File: src/rtl/pc_sequencer.sv
// -----------------------------------------------------------------------------
// pc_sequencer
//   Next-PC controller for the 5-stage MIPS pipeline. Every cycle it picks the
//   value loaded into the PC register (reset vector, pc+4, branch/jump target
//   or hold). It also drives the IF/ID write enable and the IF/ID and ID/EX
//   flush strobes for load-use hazards, instruction-memory wait states and
//   control-flow redirects.
//
// Ports
//   clk, rst_n                 clock (rising edge), async active-low reset
//   pc_cur                     current PC (PC register output)
//   imem_ready                 instruction memory holds valid data for pc_cur
//   branch_taken/_target       branch resolved taken in EX and its target
//   jump/jump_target           J/JAL decoded in ID and its target
//   idex_memread, idex_rt      load in EX and its destination register
//   ifid_rs, ifid_rt           source registers of the instruction in ID
//   pc_in                      next PC value (drives PC register PC_IN)
//   ifid_write                 IF/ID load enable
//   ifid_flush, idex_flush     clear IF/ID / ID/EX to NOP
//   stall_count                saturating count of hold cycles
//   state                      current FSM state
// -----------------------------------------------------------------------------
module pc_sequencer #(
   parameter logic [31:0] RESET_VECTOR = 32'h0000_0000,
   parameter int          CNT_W        = 16
) (
   input  logic             clk,
   input  logic             rst_n,
   input  logic [31:0]      pc_cur,
   input  logic             imem_ready,
   input  logic             branch_taken,
   input  logic [31:0]      branch_target,
   input  logic             jump,
   input  logic [31:0]      jump_target,
   input  logic             idex_memread,
   input  logic [4:0]       idex_rt,
   input  logic [4:0]       ifid_rs,
   input  logic [4:0]       ifid_rt,
   output logic [31:0]      pc_in,
   output logic             ifid_write,
   output logic             ifid_flush,
   output logic             idex_flush,
   output logic [CNT_W-1:0] stall_count,
   output logic [1:0]       state
);

   typedef enum logic [1:0] {
      BOOT    = 2'd0,
      RUN     = 2'd1,
      HAZARD  = 2'd2,
      MEMWAIT = 2'd3
   } state_t;

   state_t           state_q, state_d;
   logic [CNT_W-1:0] stall_count_q, stall_count_d;

   logic             load_use;
   logic             hold;
   logic [31:0]      pc_plus4;

   assign load_use = idex_memread && (idex_rt != 5'd0) &&
                     ((idex_rt == ifid_rs) || (idex_rt == ifid_rt));
   assign pc_plus4 = pc_cur + 32'd4;

   always_ff @(posedge clk or negedge rst_n) begin
      if (!rst_n) begin
         state_q       <= BOOT;
         stall_count_q <= '0;
      end else begin
         state_q       <= state_d;
         stall_count_q <= stall_count_d;
      end
   end

   always_comb begin
      state_d    = state_q;
      pc_in      = pc_plus4;
      ifid_write = 1'b1;
      ifid_flush = 1'b0;
      idex_flush = 1'b0;
      hold       = 1'b0;

      case (state_q)
         BOOT: begin
            pc_in      = RESET_VECTOR;
            ifid_write = 1'b0;
            ifid_flush = 1'b1;
            idex_flush = 1'b1;
            state_d    = RUN;
         end

         RUN, MEMWAIT: begin
            if (branch_taken) begin
               // Branch is the older instruction, so it wins over a jump.
               pc_in      = branch_target;
               ifid_flush = 1'b1;
               idex_flush = 1'b1;
               state_d    = RUN;
            end else if (jump) begin
               pc_in      = jump_target;
               ifid_flush = 1'b1;
               state_d    = RUN;
            end else if (!imem_ready) begin
               pc_in      = pc_cur;
               ifid_write = 1'b0;
               hold       = 1'b1;
               state_d    = MEMWAIT;
            end else if (load_use && (state_q == RUN)) begin
               // While leaving MEMWAIT a load-use never adds a second bubble.
               pc_in      = pc_cur;
               ifid_write = 1'b0;
               idex_flush = 1'b1;
               hold       = 1'b1;
               state_d    = HAZARD;
            end else begin
               state_d    = RUN;
            end
         end

         HAZARD: begin
            // Exactly one bubble: jump and load_use are ignored here because
            // the ID instruction re-presents on the next cycle.
            if (branch_taken) begin
               pc_in      = branch_target;
               ifid_flush = 1'b1;
               idex_flush = 1'b1;
               state_d    = RUN;
            end else if (!imem_ready) begin
               pc_in      = pc_cur;
               ifid_write = 1'b0;
               hold       = 1'b1;
               state_d    = MEMWAIT;
            end else begin
               state_d    = RUN;
            end
         end

         default: begin
            state_d = BOOT;
         end
      endcase
   end

   // Saturate at all-ones instead of wrapping.
   always_comb begin
      stall_count_d = stall_count_q;
      if (hold && (stall_count_q != {CNT_W{1'b1}})) begin
         stall_count_d = stall_count_q + {{(CNT_W-1){1'b0}}, 1'b1};
      end
   end

   assign stall_count = stall_count_q;
   assign state       = state_q;

endmodule

File: config.mk
export PLATFORM = sky130hd
export DESIGN_NAME = pc_sequencer
export DESIGN_NICKNAME = d
export VERILOG_FILES = /design/src/rtl/pc_sequencer.sv
export SDC_FILE = /design/constraint.sdc
export NUM_CORES = 1
export LEC_CHECK = 0
export CAP_MARGIN = 0
export CELL_PAD_IN_SITES_DETAIL_PLACEMENT = 0
export CELL_PAD_IN_SITES_GLOBAL_PLACEMENT = 1
export CORE_MARGIN = 3
export CORE_UTILIZATION = 26
export CTS_BUF_LIST = sky130_fd_sc_hd__clkbuf_16
export DETAILED_ROUTE_END_ITERATION = 10
export HOLD_SLACK_MARGIN = 0.03
export PLACE_DENSITY_LB_ADDON = 0.1
export SLEW_MARGIN = 20
export SYNTH_ARGS = -nofsm -noshare
export SYNTH_HDL_FRONTEND = slang
export SYNTH_SLANG_ARGS = --single-unit
File: constraint.sdc
create_clock -name clk -period 4.1 [get_ports clk]
set_clock_uncertainty 0.05 [all_clocks]
set_input_delay 1.025 -clock clk [delete_from_list [all_inputs] [get_ports clk]]
set_output_delay 1.025 -clock clk [all_outputs]
set_load 0.02 [all_outputs]
==> flow_metrics.py, run 1 <==
metrics = {
    "setup_path": {
        "critPathCaptureType": "output port",
        "crit_buf_inv": 3,
        "crit_arrival_ps": 2930,
        "r2r_end": "stall_count[11]",
        "worstSetupPathType": "in -> out",
        "crit_path_cell_trace": "clkdlybuf4s50_1, nand2_1, a211o_1, buf_4, o21ai_4, mux2i_1, o22ai_1, o21a_1, buf_2",
        "reg2reg_depth": 9,
        "cp_slowest_cell": "clkdlybuf4s50_1",
        "crit_fanout": 4,
        "cp-start-kind": "input port",
        "reg2reg_slack_ps": 1550,
        "max_stage_delay_ps": 450,
        "crit_family": "compound AO/OA/AOI/OAI gates",
        "worst-endpoint-required_ps": 3020,
        "r2r-start": "state[0]",
    },
    "timing": {
        "slew_headroom": 0.471,
        "tightestPinTransition_ps": 791,
        "finalCriticalPeriod_ps": 4010,
        "hold_viol_final": 0,
        "clock.fmax_ghz": 0.249,
        "fin_setup_tns_ps": 0,
        "finalSetupViolations": 0,
        "post-route-period-util": 0.978,
        "drv_slew": 0,
    },
    "job": {
        "drv_cap": 0,
    },
    "power_and_ir_drop": {
        "p_int_uw": 645,
        "p_sw_uw": 385,
        "p_sw_frac": 0.374,
        "combPwrFrac": 0.586,
        "power.density_mw_per_mm2": 175,
        "ir_drop_v": 0.000345,
        "clockPowerShare": 0.193,
        "p_leak_nw": 2.61,
        "seq_power_share": 0.221,
    },
    "cts": {
        "htreeDepth": 1,
        "clock_path_buffers": 2,
        "cts_num_sinks": 18,
        "clk_pin_slew_ps": 50,
        "clk_latency_ps": 250,
        "tritoncts": "yes",
        "ctsHoldBuffers": 0,
        "numCtsBuffers": 3,
        "cts_root_buffer": "clkbuf_16",
    },
    "worst_hold_path": {
        "hp-start": "stall_count[14]",
        "hold_depth": 1,
        "hold_path_class": "reg -> reg",
        "whs_endpoint": "stall_count[14]",
    },
    "cells_and_area": {
        "final_cells": 847,
        "area_growth_pct": 94.0,
        "antenna_cells": 0,
        "final_core_util": 0.530,
        "fillers": 1100,
        "final_nets": 827,
        "regArea_um2": 450,
        "multi_input_comb_area_mm2": 0.00262,
        "drive_gt1_frac": 0.321,
    },
    "die": {
        "rows": 38,
        "pin_count": 170,
        "core_mm2": 0.0111,
        "die_w_um": 114,
        "start_util": 0.273,
        "dieArea_mm2": 0.0130,
        "die_h_um": 114,
    },
    "logic_synthesis": {
        "synth-seq-cells": 18,
        "yosysWarnings": 0,
        "netlist_area_mm2": 0.00304,
        "ys_seq_area_frac": 0.148,
        "synth_ff_type": "dfrtp_1",
        "synth_area_per_cell_um2": 6.96,
        "synth_edf_count": 0,
        "synth_cell_types": 66,
        "synth_cells": 437,
        "yosysTopAreaCell": "dfrtp_1",
        "synthArstFlopShare": 1.00,
        "synth_area_leaders": "dfrtp_1, xnor2_1, nand2_1",
        "syn-num-nets": 556,
        "synth_top_area_share": 0.148,
    },
    "global_route": {
        "grt_pass1_vias": 4534,
        "grt_max_degree": 21,
        "antenna_found_initial": 0,
        "grt_util_all_layers": 0.225,
        "grt.overflow.total": 0,
        "grt_pass1_wl_mm": 23.8,
    },
    "detailed_routing": {
        "firstDrtPassIters": 5,
        "drc": 0,
        "drtIter0Drc": 231,
        "drt-wirelength-per-cell_um": 18.1,
        "routed_wirelength_mm": 15.4,
        "vias": 4412,
        "ant_nets": 0,
        "vias_per_cell": 5.21,
    },
    "outcome": {
        "outcome": "completed",
    },
    "placed_design": {
        "post-place-cells": 839,
        "finalWeightedCongestion": 0.909,
        "port_buffers": 169,
        "dpl.hpwl_mm": 12.4,
    },
}
## layer usage
metal | GRT usage | vias to the layer above | part of all wire
li1 | - | 2151 | -
met5 | 0 | - | 0
met2 | 0.372 | 162 | 0.47
met4 | 0.0388 | 0 | 0.012
met1 | 0.318 | 2085 | 0.46
met3 | 0.0280 | 14 | 0.063
## area by class of cell
| cell class | instances | area share |
|---|---|---|
| inverters | 14 | 0.00891 |
| multi-input cells | 379 | 0.443 |
| well taps | 140 | 0.0297 |
| repair buffers | 292 | 0.428 |
| clock inverters | 1 | 0.000636 |
| clock buffers | 3 | 0.0127 |
| flip-flops and latches | 18 | 0.0764 |
## per-stage QoR
stage | hold WS [ps] | setup slack, ps | instance area, um^2 | power [mW]
2_1_floorplan | 539 | 37.9 | 3040 | 0.477
3_3_place_gp | 423 | -809 | 5670 | 0.830
3_5_place_dp | 433 | -839 | 5670 | 0.836
4_1_cts | 444 | -77.4 | 5840 | 1.03
5_1_grt | 466 | -16.4 | 5900 | 1.09
6_report | 442 | 90.6 | 5900 | 1.03
## registers in the layout (all words and copies together) (netlist names)
signal,count
stall_count,16
state,2
## what timing repair did
action                     4_1_cts  5_1_grt
resized for setup              232       43
setup buffers                    4        0
pin swaps                       32       23
setup endpoints to repair       35       29
## Yosys cell counts (all sizes together), types with 4 or more instances
master and count:
a211oi 6, a21oi 30, a221oi 8, a22oi 5, a31oi 5, and2 4, and3 4, and4 5
buf 9, clkbuf 16, dfrtp 18, inv 14, nand2 53, nand2b 4, nand3 25, nand4 13
nor2 38, nor3 15, nor4 5, o211ai 8, o21a 5, o21ai 31, o221ai 6, o22ai 4
or2 4, or3 6, xnor2 37, xor2 21
## cells in the final DEF, fill, tap and decap left out, drive strengths merged, types with 17 or more instances in the layout
master | synthesis | layout
nand2 | 53 | 53
a21oi | 30 | 30
nand3 | 25 | 25
o21ai | 31 | 31
clkdlybuf4s50 | 0 | 97
dlymetal6s2s | 0 | 17
xnor2 | 37 | 37
nor2 | 38 | 38
dfrtp | 18 | 18
xor2 | 21 | 21
buf | 9 | 155
## logic make-up (layout without fill, tap and decap cells)
family                   count (synthesis)  after routing  share of synthesized area
flip-flops                              18             18                      0.148
multiplexers                             3              3                     0.0107
buffers and inverters                   40            310                     0.0675
adder cells (fa/ha/maj)                  2              2                    0.00823
XOR/XNOR                                58             58                      0.167
AND/OR/NAND/NOR                        183            183                      0.297
AO/OA/AOI/OAI                          133            133                      0.301
## power by group through the flow
stage	combinational [mW]	sequential [mW]	clock [mW]
4_1_cts	0.603	0.229	0.200
5_1_grt	0.648	0.234	0.212
3_3_place_gp	0.602	0.228	0
6_report	0.604	0.228	0.198
3_5_place_dp	0.605	0.232	0
2_1_floorplan	0.223	0.253	0
## how the worst max path moves through the flow
stage | slack [ps] | startpoint | cells after the start | endpoint
5_1_grt | -20 | idex_rt[1] | 12 | pc_in[13]
3_5_place_dp | -840 | pc_cur[3] | 11 | pc_in[24]
4_1_cts | -80 | pc_cur[4] | 9 | pc_in[23]
2_1_floorplan | 40 | pc_cur[4] | 9 | pc_in[23]
6_report | 90 | idex_memread | 9 | pc_in[3]
3_3_place_gp | -810 | pc_cur[2] | 11 | pc_in[24]
Note: power is estimated with default switching activity, not from simulation.
==> run 2, diff against run 1 <==
- MAX_ROUTING_LAYER: not set -> met4
==> flow_metrics.py, run 2 (same netlist as run 1, synthesis figures left out) <==
metrics = {
    "setup_path": {
        "worst-endpoint-required_ps": 3020,
        "crit_fanout": 4,
        "max_stage_delay_ps": 510,
        "crit_family": "buffers and inverters",
        "crit_buf_inv": 3,
        "crit_path_cell_trace": "clkdlybuf4s50_1, xnor2_2, nand3_2, o22a_4, nor2_4, buf_4, nand2_1, a21o_1, a21oi_2, buf_4",
        "cp_common_cell": "buf_4",
        "cp_slowest_cell": "clkdlybuf4s50_1",
        "reg2reg_slack_ps": 1550,
        "cp-start-kind": "input port",
        "crit_arrival_ps": 2980,
        "worstSetupPathType": "in -> out",
        "critPathCaptureType": "output port",
    },
    "timing": {
        "rsz0062_at_grt": "yes",
        "post-route-period-util": 0.988,
        "finalSetupViolations": 0,
        "hold_viol_final": 0,
        "drv_slew": 0,
        "fin_setup_tns_ps": 0,
        "tightestPinTransition_ps": 824,
        "clock.fmax_ghz": 0.247,
        "finalCriticalPeriod_ps": 4050,
        "slew_headroom": 0.449,
    },
    "cells_and_area": {
        "fillers": 1119,
        "antenna_cells": 0,
        "most-common-layout-cells": "buf_4, clkdlybuf4s50_1, nand2_1, xnor2_1, nor2_1",
        "drive_gt1_frac": 0.338,
        "final_common_cell": "buf_4",
        "largest_register_ffs": 16,
        "final_nets": 836,
        "area_growth_pct": 97.6,
        "final_core_util": 0.540,
    },
    "detailed_routing": {
        "drt-wirelength-per-cell_um": 18.0,
        "vias_per_cell": 5.19,
        "vias": 4435,
        "ant_nets": 0,
        "firstDrtPassIters": 5,
        "drc": 0,
        "routed_wirelength_mm": 15.4,
        "drtIter0Drc": 250,
    },
    "placed_design": {
        "dpl.hpwl_mm": 12.4,
        "finalWeightedCongestion": 0.933,
        "port_buffers": 169,
    },
    "cts": {
        "tritoncts": "yes",
        "clk_pin_slew_ps": 50,
        "clk_latency_ps": 250,
        "numCtsBuffers": 3,
        "cts_root_buffer": "clkbuf_16",
        "clock_path_buffers": 2,
        "htreeDepth": 1,
        "cts_num_sinks": 18,
    },
    "die": {
        "rows": 38,
        "core_mm2": 0.0111,
        "die_h_um": 114,
        "pin_count": 170,
        "die_w_um": 114,
        "start_util": 0.273,
        "dieArea_mm2": 0.0130,
    },
    "power_and_ir_drop": {
        "p_leak_nw": 2.64,
        "ir_drop_v": 0.000323,
        "power.density_mw_per_mm2": 172,
    },
    "worst_hold_path": {
        "hold_path_class": "reg -> reg",
    },
    "job": {
        "drv_cap": 0,
    },
    "global_route": {
        "grt_max_degree": 21,
        "grt_pass1_vias": 4515,
        "antenna_found_initial": 0,
        "grt.overflow.total": 0,
        "grt_util_all_layers": 0.231,
        "grt_pass1_wl_mm": 23.7,
    },
    "outcome": {
        "outcome": "completed",
    },
}
## run 2: changes by cell type in the layout (fill, tap and decap cells not counted), sizes merged
cell           before  now
dlymetal6s2s       17   11
clkdlybuf4s50      97  101
clkbuf             10   12
dlygate4sd2        13   11
clkinv              1    0
buf               155  164
clkdlybuf4s15       3    5
## run 2: worst paths after layout
kind                              endpoint  depth (start not counted)            from
max                               pc_in[8]                         10      ifid_rs[4]
min                         stall_count[6]                          1  stall_count[6]
max reg2reg                stall_count[11]                          9        state[0]
min reg2reg                 stall_count[6]                          1  stall_count[6]
max in group asynchronous         state[0]                          1           rst_n
min in group asynchronous   stall_count[3]                          1           rst_n
## run 2: power by group
part           switching, mW  internal [mW]  total (mW)
logic                  0.294          0.321       0.615
registers             0.0289          0.200       0.229
clock network         0.0635          0.128       0.192
## run 2: cell type report
cell class,count,area [um^2],share of cell area
multi-input cells,379,2670,0.443
well taps,140,175,0.0291
flip-flops and latches,18,450,0.0750
inverters,14,52.6,0.00874
clock buffers,3,75.1,0.0125
repair buffers,301,2590,0.431
## run 2: through the flow
| step | worst slack [ps] | total power [mW] | instances | instance area (um^2) | hold slack (ps) |
|---|---|---|---|---|---|
| 3_3_place_gp | -803 | 0.831 | 842 | 5680 | 423 |
| 3_5_place_dp | -856 | 0.837 | 842 | 5680 | 445 |
| 5_1_grt | -63.5 | 1.10 | 855 | 6010 | 470 |
| 4_1_cts | -77.0 | 1.03 | 851 | 5850 | 455 |
| 6_report | 48.7 | 1.04 | 855 | 6010 | 453 |
| 2_1_floorplan | 37.9 | 0.477 | 437 | 3040 | 539 |
## run 2: timing repair
item                       4_1_cts  5_1_grt
hold buffers                     0        0
pin swaps                       21       30
setup buffers                    6        4
hold endpoints to repair         0        0
gates resized for setup        219       75
setup endpoints to repair       34       32
## run 2: metal layers
layer / track usage / share of wire / vias up
met5: - / 0 / -
met4: 0.0404 / 0.015 / 0
met3: 0.0233 / 0.061 / 17
met2: 0.372 / 0.47 / 164
li1: - / - / 2169
met1: 0.320 / 0.46 / 2085
## run 2: worst register-to-register path: cells and delay by family (launching register included)
| family | cells | cell delay (ps) |
|---|---|---|
| AND/OR/NAND/NOR | 4 | 1210 |
| XOR/XNOR | 1 | 170 |
| buffers and inverters | 2 | 370 |
| flip-flops | 1 | 390 |
| AO/OA/AOI/OAI | 2 | 280 |
